[config.mk]
export PLATFORM = sky130hd
export DESIGN_NAME = mult32_sequencer
export DESIGN_NICKNAME = d
export VERILOG_FILES = /design/src/rtl/mult32_sequencer.sv
export SDC_FILE = /design/constraint.sdc
export NUM_CORES = 1
export LEC_CHECK = 0
export ABC_AREA = 1
export CELL_PAD_IN_SITES_DETAIL_PLACEMENT = 1
export CELL_PAD_IN_SITES_GLOBAL_PLACEMENT = 1
export CORE_MARGIN = 2
export CORE_UTILIZATION = 45
export CTS_BUF_LIST = sky130_fd_sc_hd__clkbuf_4
export DETAILED_ROUTE_END_ITERATION = 10
export PLACE_DENSITY_LB_ADDON = 0.1
export RECOVER_POWER = 25
export SLEW_MARGIN = 20
export SYNTH_ARGS = -nofsm -noshare
export SYNTH_HDL_FRONTEND = slang
export SYNTH_SLANG_ARGS = --single-unit
[constraint.sdc]
create_clock -name clk -period 11 [get_ports clk]
set_clock_uncertainty 0.1 [all_clocks]
set_input_delay 2.2 -clock clk [delete_from_list [all_inputs] [get_ports clk]]
set_output_delay 2.2 -clock clk [all_outputs]
set_load 0.02 [all_outputs]
[src/rtl/mult32_sequencer.sv]
// mult32_sequencer: 32x32 -> 64-bit MULT/MULTU sequencer built around one
// shared unsigned 16x16 multiplier. Four partial products are accumulated
// over four cycles, then sign-corrected and written into the HI/LO
// registers owned by this block. Fixed 5-cycle latency from accepted start
// to the done pulse.
// Optional feature: define MULT_ACCUM_EN to enable MADD/MADDU-style
// accumulation into {hi,lo} when accum is latched high.

// Unsigned W x W -> 2W combinational multiplier shared by the sequencer.
module multiplier_16x16 #(
    parameter int unsigned W = 16
) (
    input  logic [W-1:0]   a,
    input  logic [W-1:0]   b,
    output logic [2*W-1:0] p
);
    // Plain unsigned product; operands zero-extended by the result width.
    always_comb begin
        p = a * b;
    end
endmodule

module mult32_sequencer #(
    parameter int unsigned DATA_W = 32,
    parameter int unsigned HALF_W = 16
) (
    input  logic              clk,
    input  logic              rst,
    input  logic              start,
    input  logic              is_signed,
    input  logic              accum,
    input  logic [DATA_W-1:0] a,
    input  logic [DATA_W-1:0] b,
    output logic              busy,
    output logic              done,
    output logic [DATA_W-1:0] hi,
    output logic [DATA_W-1:0] lo
);
    localparam int unsigned PROD_W = 2 * DATA_W;

    typedef enum logic [1:0] {
        IDLE = 2'd0,
        MUL  = 2'd1,
        FIN  = 2'd2
    } state_t;

    state_t              state_q, state_d;
    logic [1:0]          step_q, step_d;
    logic [DATA_W-1:0]   a_mag_q, a_mag_d;
    logic [DATA_W-1:0]   b_mag_q, b_mag_d;
    logic                neg_q, neg_d;
    logic [PROD_W-1:0]   acc_q, acc_d;
    logic [DATA_W-1:0]   hi_q, hi_d;
    logic [DATA_W-1:0]   lo_q, lo_d;
    logic                busy_q, busy_d;
    logic                done_q, done_d;
`ifdef MULT_ACCUM_EN
    logic                accum_q, accum_d;
`else
    // accum has no effect in this build; kept only for port compatibility.
    logic                unused_accum;
    assign unused_accum = accum;
`endif

    logic [HALF_W-1:0]   mul_a, mul_b;
    logic [DATA_W-1:0]   mul_p;
    logic [PROD_W-1:0]   pp_shifted;
    logic [PROD_W-1:0]   fin_r;
    logic [PROD_W-1:0]   fin_val;
    logic [DATA_W-1:0]   a_mag_in, b_mag_in;

    // Step-driven operand muxes: step[1] picks the A half, step[0] the B half,
    // giving AL*BL, AL*BH, AH*BL, AH*BH for steps 0..3.
    always_comb begin
        mul_a = step_q[1] ? a_mag_q[DATA_W-1:HALF_W] : a_mag_q[HALF_W-1:0];
        mul_b = step_q[0] ? b_mag_q[DATA_W-1:HALF_W] : b_mag_q[HALF_W-1:0];
    end

    multiplier_16x16 #(
        .W (HALF_W)
    ) u_mul (
        .a (mul_a),
        .b (mul_b),
        .p (mul_p)
    );

    // Align the current partial product to its weight in the 64-bit sum.
    always_comb begin
        case (step_q)
            2'd0:    pp_shifted = {{DATA_W{1'b0}}, mul_p};
            2'd3:    pp_shifted = {mul_p, {DATA_W{1'b0}}};
            default: pp_shifted = {{HALF_W{1'b0}}, mul_p, {HALF_W{1'b0}}};
        endcase
    end

    // Operand magnitudes; -0x80000000 wraps to 0x80000000, which is the
    // correct magnitude when read as unsigned.
    always_comb begin
        a_mag_in = (is_signed && a[DATA_W-1]) ? ('0 - a) : a;
        b_mag_in = (is_signed && b[DATA_W-1]) ? ('0 - b) : b;
    end

    // Sign correction of the magnitude product and optional accumulation.
    always_comb begin
        fin_r = neg_q ? ('0 - acc_q) : acc_q;
`ifdef MULT_ACCUM_EN
        fin_val = accum_q ? ({hi_q, lo_q} + fin_r) : fin_r;
`else
        fin_val = fin_r;
`endif
    end

    // Next-state logic for the IDLE -> MUL(x4) -> FIN sequence.
    always_comb begin
        state_d = state_q;
        step_d  = step_q;
        a_mag_d = a_mag_q;
        b_mag_d = b_mag_q;
        neg_d   = neg_q;
        acc_d   = acc_q;
        hi_d    = hi_q;
        lo_d    = lo_q;
        busy_d  = busy_q;
        done_d  = 1'b0;
`ifdef MULT_ACCUM_EN
        accum_d = accum_q;
`endif
        case (state_q)
            IDLE: begin
                if (start) begin
                    a_mag_d = a_mag_in;
                    b_mag_d = b_mag_in;
                    neg_d   = is_signed & (a[DATA_W-1] ^ b[DATA_W-1]);
`ifdef MULT_ACCUM_EN
                    accum_d = accum;
`endif
                    acc_d   = '0;
                    step_d  = 2'd0;
                    busy_d  = 1'b1;
                    state_d = MUL;
                end
            end
            MUL: begin
                acc_d  = acc_q + pp_shifted;
                step_d = step_q + 2'd1;
                if (step_q == 2'd3) begin
                    state_d = FIN;
                end
            end
            FIN: begin
                {hi_d, lo_d} = fin_val;
                done_d  = 1'b1;
                busy_d  = 1'b0;
                step_d  = 2'd0;
                state_d = IDLE;
            end
            default: begin
                state_d = IDLE;
                busy_d  = 1'b0;
                step_d  = 2'd0;
            end
        endcase
    end

    // State and registered outputs; reset aborts any operation in flight.
    always_ff @(posedge clk) begin
        if (rst) begin
            state_q <= IDLE;
            step_q  <= '0;
            a_mag_q <= '0;
            b_mag_q <= '0;
            neg_q   <= 1'b0;
            acc_q   <= '0;
            hi_q    <= '0;
            lo_q    <= '0;
            busy_q  <= 1'b0;
            done_q  <= 1'b0;
`ifdef MULT_ACCUM_EN
            accum_q <= 1'b0;
`endif
        end else begin
            state_q <= state_d;
            step_q  <= step_d;
            a_mag_q <= a_mag_d;
            b_mag_q <= b_mag_d;
            neg_q   <= neg_d;
            acc_q   <= acc_d;
            hi_q    <= hi_d;
            lo_q    <= lo_d;
            busy_q  <= busy_d;
            done_q  <= done_d;
`ifdef MULT_ACCUM_EN
            accum_q <= accum_d;
`endif
        end
    end

    assign busy = busy_q;
    assign done = done_q;
    assign hi   = hi_q;
    assign lo   = lo_q;

endmodule

; ---- After elaboration in Yosys (flattened, before gate mapping)
; Index checks and enable logic that the tools add are counted.
[op_classes]
add_sub_neg = 5
multipliers = 1
eq_ne = 5
mux = 16
bitwise_logic = 3
reduce_logical = 9
[op_table]
columns = operator, n
row1 = $pmux W64 S2, 2
row2 = $mux W64, 2
row3 = $add A64 B64 Y64, 1
row4 = $mux W32, 2
row5 = $sub A1 B32 Y32 const A, 2
row6 = $sub A1 B64 Y64 const A, 1
row7 = $mul A16 B16 Y32, 1
row8 = $mux W16, 2
row9 = $pmux W2 S2, 2
row10 = $reduce_and A2 Y1, 4
row11 = $mux W2, 3
row12 = $eq A2 B2 Y1 const B, 2
row13 = $logic_not A2 Y1, 2
row14 = $ne A2 B2 Y1 const B, 2
row15 = $add A2 B1 Y2 const B, 1
row16 = $eq A2 B1 Y1 const B, 1
row17 = $logic_and A1 B1 Y1, 2
row18 = $mux W1, 2
row19 = $pmux W1 S2, 1
row20 = $reduce_bool A2 Y1, 1
row21 = $and A1 B1 Y1, 1
row22 = $not A1 Y1, 1
row23 = $xor A1 B1 Y1, 1
[totals]
register_bits = 199
input_bits = 69
out_inout_bits = 66

; ---- Longest topological paths before layout
[depth]
depth_word = 5
depth_mapped = 46
ltp_nobuf = 44

; ---- Cells and area by module
; Synthesis repeated with hierarchy kept, for this count alone.
[unflattened]
cells_unflattened = 4474
area_unflattened_um2 = 26823.2
[by_module_without_submodules]
columns = module, n_inst, cells_each, area_per_inst_um2, seq_area_each_um2
row1 = mult32_sequencer, 1, 3108, 17335.4, 3983.8
row2 = multiplier_16x16, 1, 1366, 9487.8, 0.0

; ---- Worst setup path after synthesis
; OpenSTA, ideal clock, no wires.
[synth_path]
path_kind = reg-to-reg
startpoint = reg step_q[0]
endpoint = reg acc_q[60]
setup_ps = 132
t_arrival_ps = 7530
required_time_ps = 10768
setup_slack_ps = 3238
path_stages_with_launch = 41
path_buffers = 2
period_less_slack_ps = 7762
cell_sequence = dfxtp_1 -> inv_1 -> clkbuf_1 -> or2_2 -> o21ai_1 -> clkbuf_1 -> nor2_1 -> fa_1 -> inv_1 -> fa_1 -> fa_1 -> inv_1 -> fa_1 -> fa_1 -> inv_1 -> fa_1 -> inv_1 -> ha_1 -> [... 5 more ...] -> nand3_1 -> nand3_1 -> nand2_1 -> nand3_1 -> xnor2_1 -> o22ai_1 -> ha_1 -> nand2_1 -> nor2_1 -> inv_1 -> nor2_1 -> nand2_1 -> o21ai_0 -> nand2_1 -> nand2_1 -> nand2_1 -> nand3_1 -> a21oi_1
[synth_between]
elab_chain_cells = 5
elab_cells_between_ends = 7
classes_between = add/sub (1) / mul (1) / eq/ne (1) / mux (3) / reduce/logical (1)
[synth_lines]
columns = item, line_no
row1 = start: declaration, 48  ; logic [1:0] step_q, step_d;
row2 = start signal: assignment, 183  ; step_q <= step_d;
row3 = $mux W16, 76  ; mul_b = step_q[0] ? b_mag_q[DATA_W-1:HALF_W] : b_mag_q[HALF_W-1:0];
row4 = $mul A16 B16 Y32, 19  ; p = a * b;
row5 = $pmux W64 S2 *, 89  ; case (step_q)
row6 = $add A64 B64 Y64 *, 144  ; acc_d = acc_q + pp_shifted;
row7 = $pmux W64 S2 *, 128  ; case (state_q)
row8 = end signal: assignment, 173  ; acc_q <= '0;
row9 = end signal: assignment, 187  ; acc_q <= acc_d;
row10 = end: declaration, 52  ; logic [PROD_W-1:0] acc_q, acc_d;
; Mark *: on every way between the ends. The rest lies on a longest branch, timed or not.
; A chain may end at the register's enable or synchronous reset.

; ---- Worst setup path in the final report
[layout_path]
startpoint = reg step_q[1]
endpoint = reg acc_q[62]
[layout_between]
elab_chain_cells = 5
elab_cells_between_ends = 7
classes_between = add/sub (1) / mul (1) / eq/ne (1) / mux (3) / reduce/logical (1)
[layout_lines]
columns = item, line_no
row1 = $mux W16, 75  ; mul_a = step_q[1] ? a_mag_q[DATA_W-1:HALF_W] : a_mag_q[HALF_W-1:0];
row2 = $mul A16 B16 Y32, 19
row3 = $pmux W64 S2 *, 89
row4 = $add A64 B64 Y64 *, 144
row5 = $pmux W64 S2 *, 128
; Marked as above.

==> results.tsv <==
stage	metric	value	unit
global_route	Congestion Overflow GR	0	
pwr	power density over the cells	191.6	nW/um^2
die	Die W	235.7	um
logic_synthesis	post-synthesis register bit count	199	
pwr	share of power burned in registers	17.2	%
worst_setup_path	R2R Path Start	step_q[1]$_SDFFE_PP0N_	
pwr	maximum VDD drop	0.1021	mV
pwr	cell-internal power	2.112	mW
global_route	GRT Overall Usage	35.23	%
die	Starting Density	45.69	%
die	die area	55550	sq um
pwr	Pleak	12.63	nW
drt	final wirelength	97790	um
logic_synthesis	register area share after synthesis	16.49	%
drt	total number of vias	25210	
logic_synthesis	Synth Flop Type	dfxtp_1	
run	Max Cap Violations	3	
timing	Slew Viols, Final	201	
drt	DRC viols	0	
cts	Root Buffer	clkbuf_4	
cells_and_area	# fillers	7153	
timing	RSZ-0062 raised after global routing	false	
worst_setup_path	FF-to-FF path depth	35	
cells_and_area	layout cell share with drive strength beyond 1	3.935	%
drt	DR WL/cell	21.84	um
die	num rows	84	
cts	total CTS buffers	17	
logic_synthesis	unique cell type count in the Yosys netlist	57	
timing	relative slew slack	-213.5	%
logic_synthesis	Net Count, Synth	4111	
timing	endpoints failing setup	0	
logic_synthesis	area of the mapped netlist	24160	sq um
pwr	Switching Share	58.61	%
worst_setup_path	R2R setup slack	630	ps
logic_synthesis	EDFF count, synth	0	
logic_synthesis	Post-Syn Instances	3673	
hold_path	hold path depth	2	
cells_and_area	register area	3985	sq um
pwr	Clk pwr share	9.2	%
drt	drt pass-1 iters	6	
hold_path	min-delay src	busy$_SDFFE_PP0P_	
worst_setup_path	CP max FO	22	
cells_and_area	nets	4213	
logic_synthesis	Synth warnings	0	
timing	final hold slack	420.8	ps
cts	number of post-CTS setup repair buffers	0	
global_route	initial antenna violation count	2	
worst_setup_path	crit end category	flip-flop	
cts	post_cts resized	0	
cts	clock-pin transition on the worst setup and hold timing paths	220	ps
pwr	combinational share of power	73.6	%
pwr	Net Switching	2.990	mW
run_status	failing checks	max-capacitance violations, max-slew violations	
global_route	vias in the first global route	26900	
drt	antenna-violating nets left	0	
hold_path	worst min path class	reg -> reg	
worst_setup_path	crit-path max cell delay	870	ps
worst_setup_path	Critical Path AT	10760	ps
run_status	status	finished, violations left	
cells_and_area	Final Util	50.37	%
timing	Least-Margin Pin Slew	4702	ps
die	io pins	135	
cts	Hold Buf Count CTS	0	
timing	Setup TNS Final	0	ps
cts	H-tree depth	4	
global_route	pin count of the biggest net entering global routing	83	
worst_setup_path	Slowest cell on crit path	o21ai_1	
die	Floorplan Core Area	52870	sq um
cts	worst-skew pair later-pin latency	780	ps
worst_setup_path	Worst EP required	11390	ps
hold_path	sink of the worst hold path	busy$_SDFFE_PP0P_	
die	Die Y	235.7	um
timing	final hold violation count	0	
cells_and_area	area of the multi-input gates	17390	sq um
timing	f_max	96.45	MHz
worst_setup_path	R2R Path End	acc_q[62]$_SDFFE_PP0P_	
place	port bufs	133	
global_route	first-pass GRT wire length	152000	um
cts	CTS tree	done	
cts	CTS sink count	199	
worst_setup_path	WS Path Type	reg -> reg	
cts	CTS Buffer Depth	2	
logic_synthesis	Mean Syn Cell Area	6.577	sq um
worst_setup_path	Worst setup SP type	flip-flop	
drt	Via density	5.629	
cells_and_area	Layout area overhead	10.23	%
logic_synthesis	fraction of registers with async set/reset	0	%
timing	final worst path period share	94.25	%
timing	minimum clock period	10370	ps
place	Placer Congestion	0.9946	
drt	initial DRC count	1329	
place	detailed placement HPWL	80310	um
[metal layers]
| metal | routed length [um] | share of wire (%) | track usage [%] |
|---|---|---|---|
| met1 | 39010 | 40 | 40.54 |
| met4 | 6254 | 6.4 | 19.61 |
| met5 | 0 | 0 | 0 |
| met2 | 48730 | 50 | 63.18 |
| met3 | 3798 | 3.9 | 4.468 |
[cells in the mapped netlist, drive strengths merged (6+ instances only)]
master | n | area [sq um]
nand2 | 747 | 2836
inv | 609 | 2286
nor2 | 539 | 2092
a21oi | 320 | 1602
o21ai | 258 | 1295
dfxtp | 199 | 3984
fa | 195 | 3904
ha | 174 | 2177
nand3 | 140 | 705.7
clkbuf | 92 | 386.6
xor2 | 69 | 604.3
nor3 | 44 | 246.5
nand4 | 34 | 212.7
or2 | 34 | 212.7
xnor2 | 31 | 271.5
o22ai | 30 | 187.7
o21bai | 22 | 165.2
o211ai | 19 | 142.6
o221ai | 18 | 157.7
nor4 | 15 | 108.9
a21o | 12 | 90.09
buf | 12 | 62.56
clkinv | 11 | 41.29
nand3b | 9 | 80.08
and2 | 6 | 37.54
o31ai | 6 | 45.04
[worst max path at each step]
stage                                start                      to  cells after the start
floorplan           step_q[0]$_SDFFE_PP0N_  acc_q[60]$_SDFFE_PP0P_                     40
global placement    step_q[1]$_SDFFE_PP0N_  acc_q[62]$_SDFFE_PP0P_                     35
detailed placement  step_q[1]$_SDFFE_PP0N_  acc_q[62]$_SDFFE_PP0P_                     35
CTS                 step_q[1]$_SDFFE_PP0N_  acc_q[62]$_SDFFE_PP0P_                     36
global route        step_q[1]$_SDFFE_PP0N_  acc_q[60]$_SDFFE_PP0P_                     38
finish              step_q[1]$_SDFFE_PP0N_  acc_q[62]$_SDFFE_PP0P_                     35
[stage by stage]
stage | cell area [sq um] | setup WS [ps] | cells | total power, mW
after CTS | 26630 | 934.5 | 4475 | 5.049
after floorplan | 24160 | 3238 | 3673 | 3.295
after detailed placement | 26310 | 965.7 | 4444 | 4.551
final | 26630 | 632.2 | 4478 | 5.102
after global routing | 26630 | 244.9 | 4477 | 5.506
after global placement | 26310 | 1260 | 4444 | 4.414
[area by class of cell]
| cell class | instances | area share (%) |
|---|---|---|
| Antenna cell | 3 | 0.02819 |
| Clock buffer | 18 | 0.5075 |
| Clock inverter | 13 | 0.6860 |
| Inverter | 620 | 8.740 |
| Multi-Input combinational cell | 2748 | 65.31 |
| Sequential cell | 199 | 14.97 |
| Tap cell | 688 | 3.233 |
| Timing Repair Buffer | 189 | 6.527 |
[power groups by stage]
stage	Combinational [mW]	Sequential, mW	Clock [mW]
CTS	3.69	0.876	0.481
detailed placement	3.66	0.891	0
floorplan	2.45	0.843	0
finish	3.76	0.877	0.469
global route	4.12	0.882	0.504
global placement	3.53	0.889	0
[state kept, by name (all words and copies together) (netlist names)]
signal	flops
b_mag_q	32
hi	32
state_q	2
lo	32
a_mag_q	32
done	1
neg_q	1
busy	1
acc_q	64
step_q	2
[cell families (layout without fill, tap and decap cells)]
| group | Yosys count | in the layout | synth area share (%) |
|---|---|---|---|
| AO/OA/AOI/OAI | 707 | 707 | 15.95 |
| other | 0 | 3 | 0 |
| XOR/XNOR | 100 | 100 | 3.626 |
| buffers and inverters | 726 | 840 | 11.61 |
| adder cells (fa/ha/maj) | 369 | 369 | 25.17 |
| AND/OR/NAND/NOR | 1572 | 1572 | 27.16 |
| flip-flops | 199 | 199 | 16.49 |
[critical path, delay by kind of cell (launching register included)]
family	cells	cell delay, ps
fa+ha+maj	8	3890
simple gates	15	2140
xor+xnor	1	480
buf+inv	5	1100
compound gates	6	2060
flops	1	350
[layout by cell type, fill, tap and decap left out, types with 22 or more instances in the layout]
cell,Yosys,routed
ha_1,174,174
buf_4,0,54
o21bai_1,22,22
o22ai_1,30,30
inv_1,608,606
nand3_1,139,139
o21ai_0,227,228
a21oi_1,320,320
clkdlybuf4s50_1,0,132
nor2_1,532,530
fa_1,195,195
nand2_1,740,740
nor3_1,40,40
xnor2_1,31,31
xor2_1,69,69
nand4_1,34,34
or2_2,33,33
dfxtp_1,199,198
o21ai_1,30,27
Power figures use the tool's default switching activity.
